File: src/rtl/digit_font_pkg.sv
// Shared 16-glyph 8x8 hex font, glyph geometry and readback FSM states.
// Row r of glyph n lives at FONT[{n, r}], MSB is the leftmost pixel.
package digit_font_pkg;

  localparam int GLYPH_W = 8;
  localparam int GLYPH_H = 8;

  typedef enum logic [2:0] {
    S_IDLE,
    S_ARM,
    S_SHIFT,
    S_MATCH,
    S_DONE
  } state_t;

  localparam logic [0:127][7:0] FONT = {
    64'h3C666E7666663C00,
    64'h183818181818_7E00,
    64'h3C66060C30607E00,
    64'h3C66061C06663C00,
    64'h0C1C3C6C7E0C0C00,
    64'h7E607C0606663C00,
    64'h3C66607C66663C00,
    64'h7E660C1818181800,
    64'h3C66663C66663C00,
    64'h3C66663E06663C00,
    64'h183C667E66666600,
    64'h7C66667C66667C00,
    64'h3C66606060663C00,
    64'h786C6666666C7800,
    64'h7E60607860607E00,
    64'h7E60607860606000
  };

  function automatic logic onehot16(input logic [15:0] m);
    return (m != '0) && ((m & (m - 16'd1)) == '0);
  endfunction

  function automatic logic [3:0] enc16(input logic [15:0] m);
    logic [3:0] e;
    e = '0;
    for (int i = 0; i < 16; i++)
      if (m[i]) e = 4'(i);
    return e;
  endfunction

endpackage

File: src/rtl/digit_grab_match.sv
// Row matcher: flags every glyph whose row r equals the sampled byte.
// Sixteen parallel byte comparators against the shared font.
module digit_grab_match
  import digit_font_pkg::*;
(
  input  logic [GLYPH_W-1:0]         row,
  input  logic [$clog2(GLYPH_H)-1:0] r,
  output logic [15:0]                hit
);

  for (genvar n = 0; n < 16; n++) begin : g_cmp
    assign hit[n] = (row == FONT[{4'(n), r}]);
  end

endmodule

File: src/rtl/digit_grab.sv
// digit_grab: reads back the two hex glyphs drawn by the OSD overlay.
// Define DIGIT_GRAB_ERR_EN to build the failed-decode error pulse.
module digit_grab
  import digit_font_pkg::*;
#(
  parameter int X   = 0,
  parameter int Y   = 0,
  parameter int LAT = 2
) (
  input  logic       clock,
  input  logic       reset_n,
  input  logic       ce,
  input  logic       hs,
  input  logic       vs,
  input  logic       pixel,
  output logic [7:0] value,
  output logic       valid,
  output logic       error
);

  state_t      state, nstate;
  logic        hsd, vsd, xrs, yrs;
  logic [9:0]  x, y, x_tgt, y_tgt;
  logic [2:0]  r;
  logic [3:0]  col;
  logic [15:0] row, mh, ml;
  logic [15:0] hit_h, hit_l, mh_n, ml_n;
  logic        hit_x, take, restart;
  logic        fold, finish, ok;

  assign x_tgt = 10'(X + LAT) + 10'(col);
  assign y_tgt = 10'(Y) + 10'(r);
  assign hit_x = (x == x_tgt);

  digit_grab_match u_hi (
    .row (row[15:8]),
    .r   (r),
    .hit (hit_h)
  );

  digit_grab_match u_lo (
    .row (row[7:0]),
    .r   (r),
    .hit (hit_l)
  );

  assign mh_n = mh & hit_h;
  assign ml_n = ml & hit_l;
  assign ok   = onehot16(mh_n) && onehot16(ml_n);

  always_ff @(posedge clock or negedge reset_n) begin
    if (!reset_n) begin
      hsd <= 1'b0;
      vsd <= 1'b0;
      xrs <= 1'b0;
      yrs <= 1'b0;
      x   <= '0;
      y   <= '0;
    end else if (ce) begin
      hsd <= hs;
      vsd <= vs;
      xrs <= ~hs & hsd;
      yrs <= ~vs & vsd;
      x   <= xrs ? '0 : x + 10'd1;
      if (yrs)
        y <= '0;
      else if (xrs)
        y <= y + 10'd1;
    end
  end

  always_ff @(posedge clock or negedge reset_n) begin
    if (!reset_n)
      state <= S_IDLE;
    else if (ce)
      state <= nstate;
  end

  // A new frame (or a line that ends mid-capture) always restarts at row 0.
  always_comb begin
    nstate  = state;
    take    = 1'b0;
    restart = 1'b0;
    fold    = 1'b0;
    finish  = 1'b0;
    if (yrs) begin
      nstate  = S_ARM;
      restart = 1'b1;
    end else begin
      unique case (state)
        S_IDLE: nstate = S_IDLE;
        S_ARM: begin
          if (y == y_tgt) begin
            nstate = S_SHIFT;
            take   = hit_x;
          end
        end
        S_SHIFT: begin
          if (xrs) begin
            nstate  = S_ARM;
            restart = 1'b1;
          end else if (hit_x) begin
            take = 1'b1;
            if (col == 4'd15)
              nstate = S_MATCH;
          end
        end
        S_MATCH: begin
          fold   = 1'b1;
          finish = (r == 3'd7);
          nstate = finish ? S_DONE : S_ARM;
        end
        S_DONE:  nstate = S_IDLE;
        default: nstate = S_IDLE;
      endcase
    end
  end

  always_ff @(posedge clock or negedge reset_n) begin
    if (!reset_n) begin
      mh  <= 16'hFFFF;
      ml  <= 16'hFFFF;
      r   <= '0;
      col <= '0;
      row <= '0;
    end else if (ce) begin
      if (restart) begin
        mh  <= 16'hFFFF;
        ml  <= 16'hFFFF;
        r   <= '0;
        col <= '0;
      end else if (take) begin
        row <= {row[14:0], pixel};
        col <= col + 4'd1;
      end else if (fold) begin
        mh  <= mh_n;
        ml  <= ml_n;
        r   <= r + 3'd1;
        col <= '0;
      end
    end
  end

  // Result registers load at the final MATCH so they show during DONE.
  always_ff @(posedge clock or negedge reset_n) begin
    if (!reset_n) begin
      value <= '0;
      valid <= 1'b0;
    end else if (ce) begin
      valid <= finish && ok;
      if (finish && ok)
        value <= {enc16(mh_n), enc16(ml_n)};
    end
  end

`ifdef DIGIT_GRAB_ERR_EN
  logic err_q;

  always_ff @(posedge clock or negedge reset_n) begin
    if (!reset_n)
      err_q <= 1'b0;
    else if (ce)
      err_q <= finish && !ok;
  end

  assign error = err_q;
`else
  assign error = 1'b0;
`endif

endmodule

File: config.mk
export PLATFORM = sky130hd
export DESIGN_NAME = digit_grab
export DESIGN_NICKNAME = d
export VERILOG_FILES = /design/src/rtl/digit_font_pkg.sv /design/src/rtl/digit_grab_match.sv /design/src/rtl/digit_grab.sv
export SDC_FILE = /design/constraint.sdc
export NUM_CORES = 1
export LEC_CHECK = 0
export ABC_AREA = 1
export BUFFER_PORTS_ARGS = -buffer_cell sky130_fd_sc_hd__buf_2
export CORE_ASPECT_RATIO = 1.25
export CORE_MARGIN = 2
export CORE_UTILIZATION = 54
export DETAILED_ROUTE_END_ITERATION = 8
export PLACE_DENSITY = 0.73
export SYNTH_ARGS = -nofsm -noshare
export SYNTH_HDL_FRONTEND = slang
export SYNTH_HIERARCHICAL = 1
export SYNTH_SLANG_ARGS = --single-unit
File: constraint.sdc
create_clock -name clock -period 9.6 [get_ports clock]
set_input_delay 2.88 -clock clock [delete_from_list [all_inputs] [get_ports clock]]
set_output_delay 2.88 -clock clock [all_outputs]
set_load 0.05 [all_outputs]
==> results of run 1 <==
## cell usage after synthesis, drive strengths merged, types with 3 or more instances
| library cell | number | share of area [%] |
|---|---|---|
| a21oi | 50 | 3.2 |
| o21bai | 6 | 0.56 |
| nor2 | 180 | 9.5 |
| nand4 | 10 | 0.96 |
| ha | 22 | 3.4 |
| xnor2 | 4 | 0.43 |
| dfrtp | 59 | 18 |
| o21ai | 76 | 5.5 |
| nand3 | 119 | 7.6 |
| or2 | 3 | 0.23 |
| xor2 | 19 | 2.1 |
| a31oi | 6 | 0.46 |
| buf | 36 | 3.5 |
| dfstp | 32 | 10 |
| nor4 | 3 | 0.42 |
| nor3 | 21 | 1.5 |
| nand2 | 454 | 25 |
| inv | 137 | 6.5 |
## per-layer routing
metal  share of wire, %  up-vias  GRT usage, %  wire, um
met5                  0        -             0         0
met4                5.2        0          15.1      1080
met3                3.2       68          2.79       659
met2                 48      184          45.5      9880
met1                 44     3583          33.6      9100
li1                   -     3939             -         -
## flip-flops by register name (all words and copies together), names as in the netlist
name	flops
col	4
hsd	1
mh	16
ml	16
r	3
row	16
state	3
valid	1
value	8
vsd	1
x	10
xrs	1
y	10
yrs	1
## worst max-delay path, cell delays in order
cell and delay (ns):
buf_2 0.26, nand2_2 0.16, inv_2 0.41, nand2_2 0.29
inv_2 0.35, a22o_1 0.18
## placed cells by master, fill, tap and decap left out, drive strengths merged, types with 10 or more instances in the layout
cell / instances
a21oi: 50
buf: 18
clkbuf: 10
dfrtp: 59
dfstp: 32
ha: 22
inv: 139
nand2: 454
nand3: 119
nand4: 10
nor2: 180
nor3: 21
o21ai: 76
xor2: 19
## how the worst min path moves through the flow
| stage | start | slack, ns | depth (start not counted) | end |
|---|---|---|---|---|
| floorplan | state[1] | 0.44 | 2 | state[1] |
| global route | value[0] | 0.51 | 2 | value[0] |
| CTS | state[1] | 0.48 | 2 | state[1] |
| global placement | state[1] | 0.46 | 2 | state[1] |
| finish | state[1] | 0.47 | 2 | state[1] |
| detailed placement | state[1] | 0.46 | 2 | state[1] |
## per-stage QoR
step,instances,worst slack [ns],hold slack [ns]
4_1_cts,1429,5.35,0.476
5_1_grt,1429,5.17,0.505
6_report,1429,5.34,0.475
2_1_floorplan,1251,5.63,0.442
3_3_place_gp,1413,5.02,0.459
3_5_place_dp,1413,5.01,0.458
## logic make-up after synthesis
family / Yosys count / synth area share [%]
adder cells (fa/ha/maj): 22 / 3.39
buffers and inverters: 176 / 10.1
XOR/XNOR: 23 / 2.48
AO/OA/AOI/OAI: 145 / 10.4
other: 1 / 0.0462
AND/OR/NAND/NOR: 793 / 45.0
flip-flops: 91 / 28.6
## area by class of cell
cell class | count | area, um^2
fillers | 1436 | 6390
multi-input cells | 984 | 4980
flip-flops and latches | 91 | 2320
inverters | 138 | 528
clock buffers | 10 | 239
well taps | 182 | 228
repair buffers | 18 | 103
clock inverters | 6 | 48.8
## power by group through the flow
| stage | registers, W | clock network (W) | logic (W) |
|---|---|---|---|
| after detailed placement | 0.000626 | 0 | 0.00114 |
| after global placement | 0.000624 | 0 | 0.00113 |
| after floorplan | 0.000612 | 0 | 0.000933 |
| after CTS | 0.000621 | 0.000352 | 0.00115 |
| after global routing | 0.000635 | 0.000366 | 0.00132 |
| final | 0.000621 | 0.000346 | 0.00116 |
==> metrics.txt, run 1 <==
Post-Syn Area=a little over 8000 um^2; Pwr per Cell Area=252 nW/um^2; ys flop type=dfrtp_1; Psw=roughly 0.0010 W; critical path arrival=~4.5 ns; Finished Core Util=around 57%; drt pass-1 iters=5; status=complete, no violations; Final Hold Viols=0; end of the critical path=r[2]; first-pass GRT wire length=~35000 um; post-CTS setup buffer count=0; Tcrit/Tclk final=between 40% and 50%; H-tree Lvls=3; drt wl/cell=between 10 and 15 um; fin nets=1270; CTS sink count=91; total track usage=between 20% and 30%; total power=around 0.0021 W; #FFs+latches synth=between 90 and 100; clk_skew=between 0.009 and 0.01 ns; # DRC=0; TritonCTS clock tree=built; type of origin of the critical path=primary input; Synth cell types=46; routed vias/inst=approximately 5.4; EDFF count, synth=0; global route total overflow=0; Crit Path Class=in -> reg; Vert. Die Dim=approximately 140 um; R2R Path End=value[5]; slew margin rel.=just over 50%; Final Max Slew Viols=0; Post-CTS Resized=0; max_cap viols=0; vias in the first global route=around 7400; clock power share=roughly 16%; crit path from=ce; root buf cell=clkbuf_16; row count=50; initial antenna violation count=0; placed inst area=about 8200 um^2; Net Count, Synth=approximately 1300; setup TNS=0 ns; Die X=between 100 and 150 um; Area Growth Syn to Fin=4.09%; Lkg Pwr=between 4 and 5 nW; Hold Buf Count CTS=0; fin area=8440 um^2; largest net degree at the start of global routing=60; worst slew pin tran=about 0.74 ns; Reg power frac=29.2%; Initial Utilization=between 50% and 60%; diode count=0; share of layout cells above drive strength 1=between 10% and 20%; via count=between 7000 and 8000; CP Max Fanout=33; Int Power=0.00109 W; Clock Path Buffers=2; reg2reg path depth=20; crit path time final=around 4.3 ns; Comb pwr share=54.6%; switch share=about 49%; fmax=~0.23 GHz; Async SR Flop Fraction=between 90% and 100%; clk slew on worst S/H paths=around 0.07 ns; Top-Level Pins=16; Required @ worst endpoint=9.87 ns; RSZ-0062 raised after global routing=false; Syn Inst Count=approximately 1300; die area=16000 um^2; Total Wirelength=about 21000 um; Detailed Route Iter0 Violations=between 600 and 700; syn avg cell area=between 6 and 7 um^2; Tightest Hold Check Type=reg -> reg; Seq/Total Area, Yosys=between 20% and 30%; CTS Buf Count=9; routability cong.=~1.0; clk_lat worst skew=around 0.34 ns; Worst setup EP type=flop; post-route ant nets=0; Setup-failing EPs final=0; I/O Buffers=14; DP Wirelength=approximately 15000 um; Ys Warns=6; reg2reg start=r[1]; core box area=approximately 15000 um^2; flop-to-flop setup slack=around 6 ns; VDD IR max=~100 uV
(Power assumes the default switching activity.)
==> run 2: changes to the inputs <==
Settings changed: PLACE_DENSITY 0.73 to 0.76.
Clock period 9.6 ns to 3.6 ns, I/O delays scaled along.
==> metrics.txt, run 2 (synthesized netlist as in run 1, its figures left out) <==
Hold Buf Count CTS=0; # DRC=0; VDD IR max=between 400 and 500 uV; reg2reg path depth=19; drt wl/cell=roughly 15 um; type of origin of the critical path=flop; fmax=0.307 GHz; CTS Buf Count=9; vias in the first global route=approximately 7300; most common cell after layout, fill and taps aside=nand2_1; Tightest Hold Check Type=reg -> reg; R2R Path End=value[2]; I/O Buffers=14; core box area=between 10000 and 15000 um^2; placed inst area=~8300 um^2; crit path time final=3.26 ns; row count=50; global route total overflow=0; Required @ worst endpoint=3.86 ns; CP Max Fanout=17; H-tree Lvls=3; total track usage=between 20% and 30%; Crit Path Class=reg -> reg; status=complete, no violations; DR top layer=met4; drt pass-1 iters=6; hold path depth=2; clk slew on worst S/H paths=about 0.07 ns; end of the critical path=value[2]; share of layout cells above drive strength 1=between 10% and 20%; max_cap viols=0; Top-Level Pins=16; first-pass GRT wire length=35200 um; routability cong.=about 1; RSZ-0062 raised after global routing=false; met2 routed WL=approximately 10000 um; fin area=~8600 um^2; CTS sink count=roughly 90; setup TNS=0 ns; most frequent cells in the layout=nand2_1 (372), nor2_1 (162), inv_1 (123); Lkg Pwr=~4.7 nW; Final Max Slew Viols=0; initial antenna violation count=0; crit path from=r[0]; flop-to-flop setup slack=0.34 ns; Total Wirelength=~21000 um; Worst setup EP type=flop; Detailed Route Iter0 Violations=about 670; TritonCTS clock tree=built; Final Hold Viols=0; Pwr per Cell Area=about 700 nW/um^2; Finished Core Util=57.8%; critical path arrival=between 3 and 4 ns; Initial Utilization=roughly 55%; Tcrit/Tclk final=between 90 and 100%; clk_skew=slightly below 0.01 ns; Setup-failing EPs final=0; post-CTS setup buffer count=0; Area Growth Syn to Fin=5.71%; via count=about 7900; Hold Worst Slack=0.476 ns; die area=approximately 16000 um^2; post-route ant nets=0; met3 WL=between 900 and 1000 um; biggest regs=mh (16), ml (16), row (16); largest net degree at the start of global routing=38; Die X=approximately 110 um; root buf cell=clkbuf_16; reg2reg start=r[0]; Post-CTS Resized=0; fin nets=~1300; Vert. Die Dim=around 140 um; DP Wirelength=~16000 um; clk_lat worst skew=between 0.3 and 0.4 ns; diode count=0; Clock Path Buffers=2; M1 WL=about 8800 um; slew margin rel.=between 60% and 70%; routed vias/inst=about 5.5; worst slew pin tran=roughly 0.58 ns
run 2: changes by cell type in the layout (fill, tap and decap cells not counted):
cell	before	now
inv_8	1	4
inv_6	3	2
buf_4	5	13
buf_12	0	2
clkinv_4	2	1
dfrtp_1	58	56
dfrtp_2	1	3
clkinv_1	2	1
clkbuf_8	1	0
bufinv_16	0	1
run 2: layer usage:
metal	global-route usage (%)	vias up
met5	0	-
met4	17.8	0
met3	2.84	76
met2	45.6	269
met1	33.6	3574
li1	-	3963
run 2: final cells by class:
cell class | instances | area, um^2
Clock inverter | 7 | 91.3
Sequential cell | 91 | 2320
Clock buffer | 9 | 225
Fill cell | 1456 | 6250
Timing Repair Buffer | 28 | 203
Inverter | 138 | 528
Tap cell | 182 | 228
Multi-Input combinational cell | 984 | 4980
run 2: report_power, final:
part / switching, W / internal [W] / total (W)
registers: 0.000254 / 0.00141 / 0.00167
logic: 0.00213 / 0.00104 / 0.00317
clock network: 0.000463 / 0.000559 / 0.00102
total: 0.00285 / 0.00301 / 0.00586
run 2: worst min-delay path by stage:
stage / from / to / slack, ns
floorplan: state[1] / state[1] / 0.44
finish: state[1] / state[1] / 0.48
global route: state[1] / state[1] / 0.50
CTS: state[1] / state[1] / 0.48
detailed placement: state[1] / state[1] / 0.46
global placement: state[1] / state[1] / 0.46
run 2: worst max-delay path, stage by stage, from the launching register on:
cell and delay, ns:
dfrtp_2 0.46, inv_1 0.17, ha_1 0.42, inv_1 0.12, nand2_2 0.14, nand3_1 0.09, nand2_1 0.16, inv_1 0.06
nand3_1 0.10, nor2_1 0.07, nand2_2 0.12, nand2_1 0.08, nor2_2 0.10, nand2_1 0.10, o21bai_1 0.17, o21ai_1 0.10
nor2_1 0.19, nand4_4 0.25, o21ai_1 0.22, inv_1 0.05
run 2: metrics by stage:
stage,worst slack (ns),cells,power [W]
after CTS,0.239,1439,0.00582
after global placement,0.355,1423,0.00474
after detailed placement,0.248,1423,0.00477
after floorplan,0.494,1251,0.00412
final,0.345,1439,0.00586
after global routing,0.00434,1439,0.00636
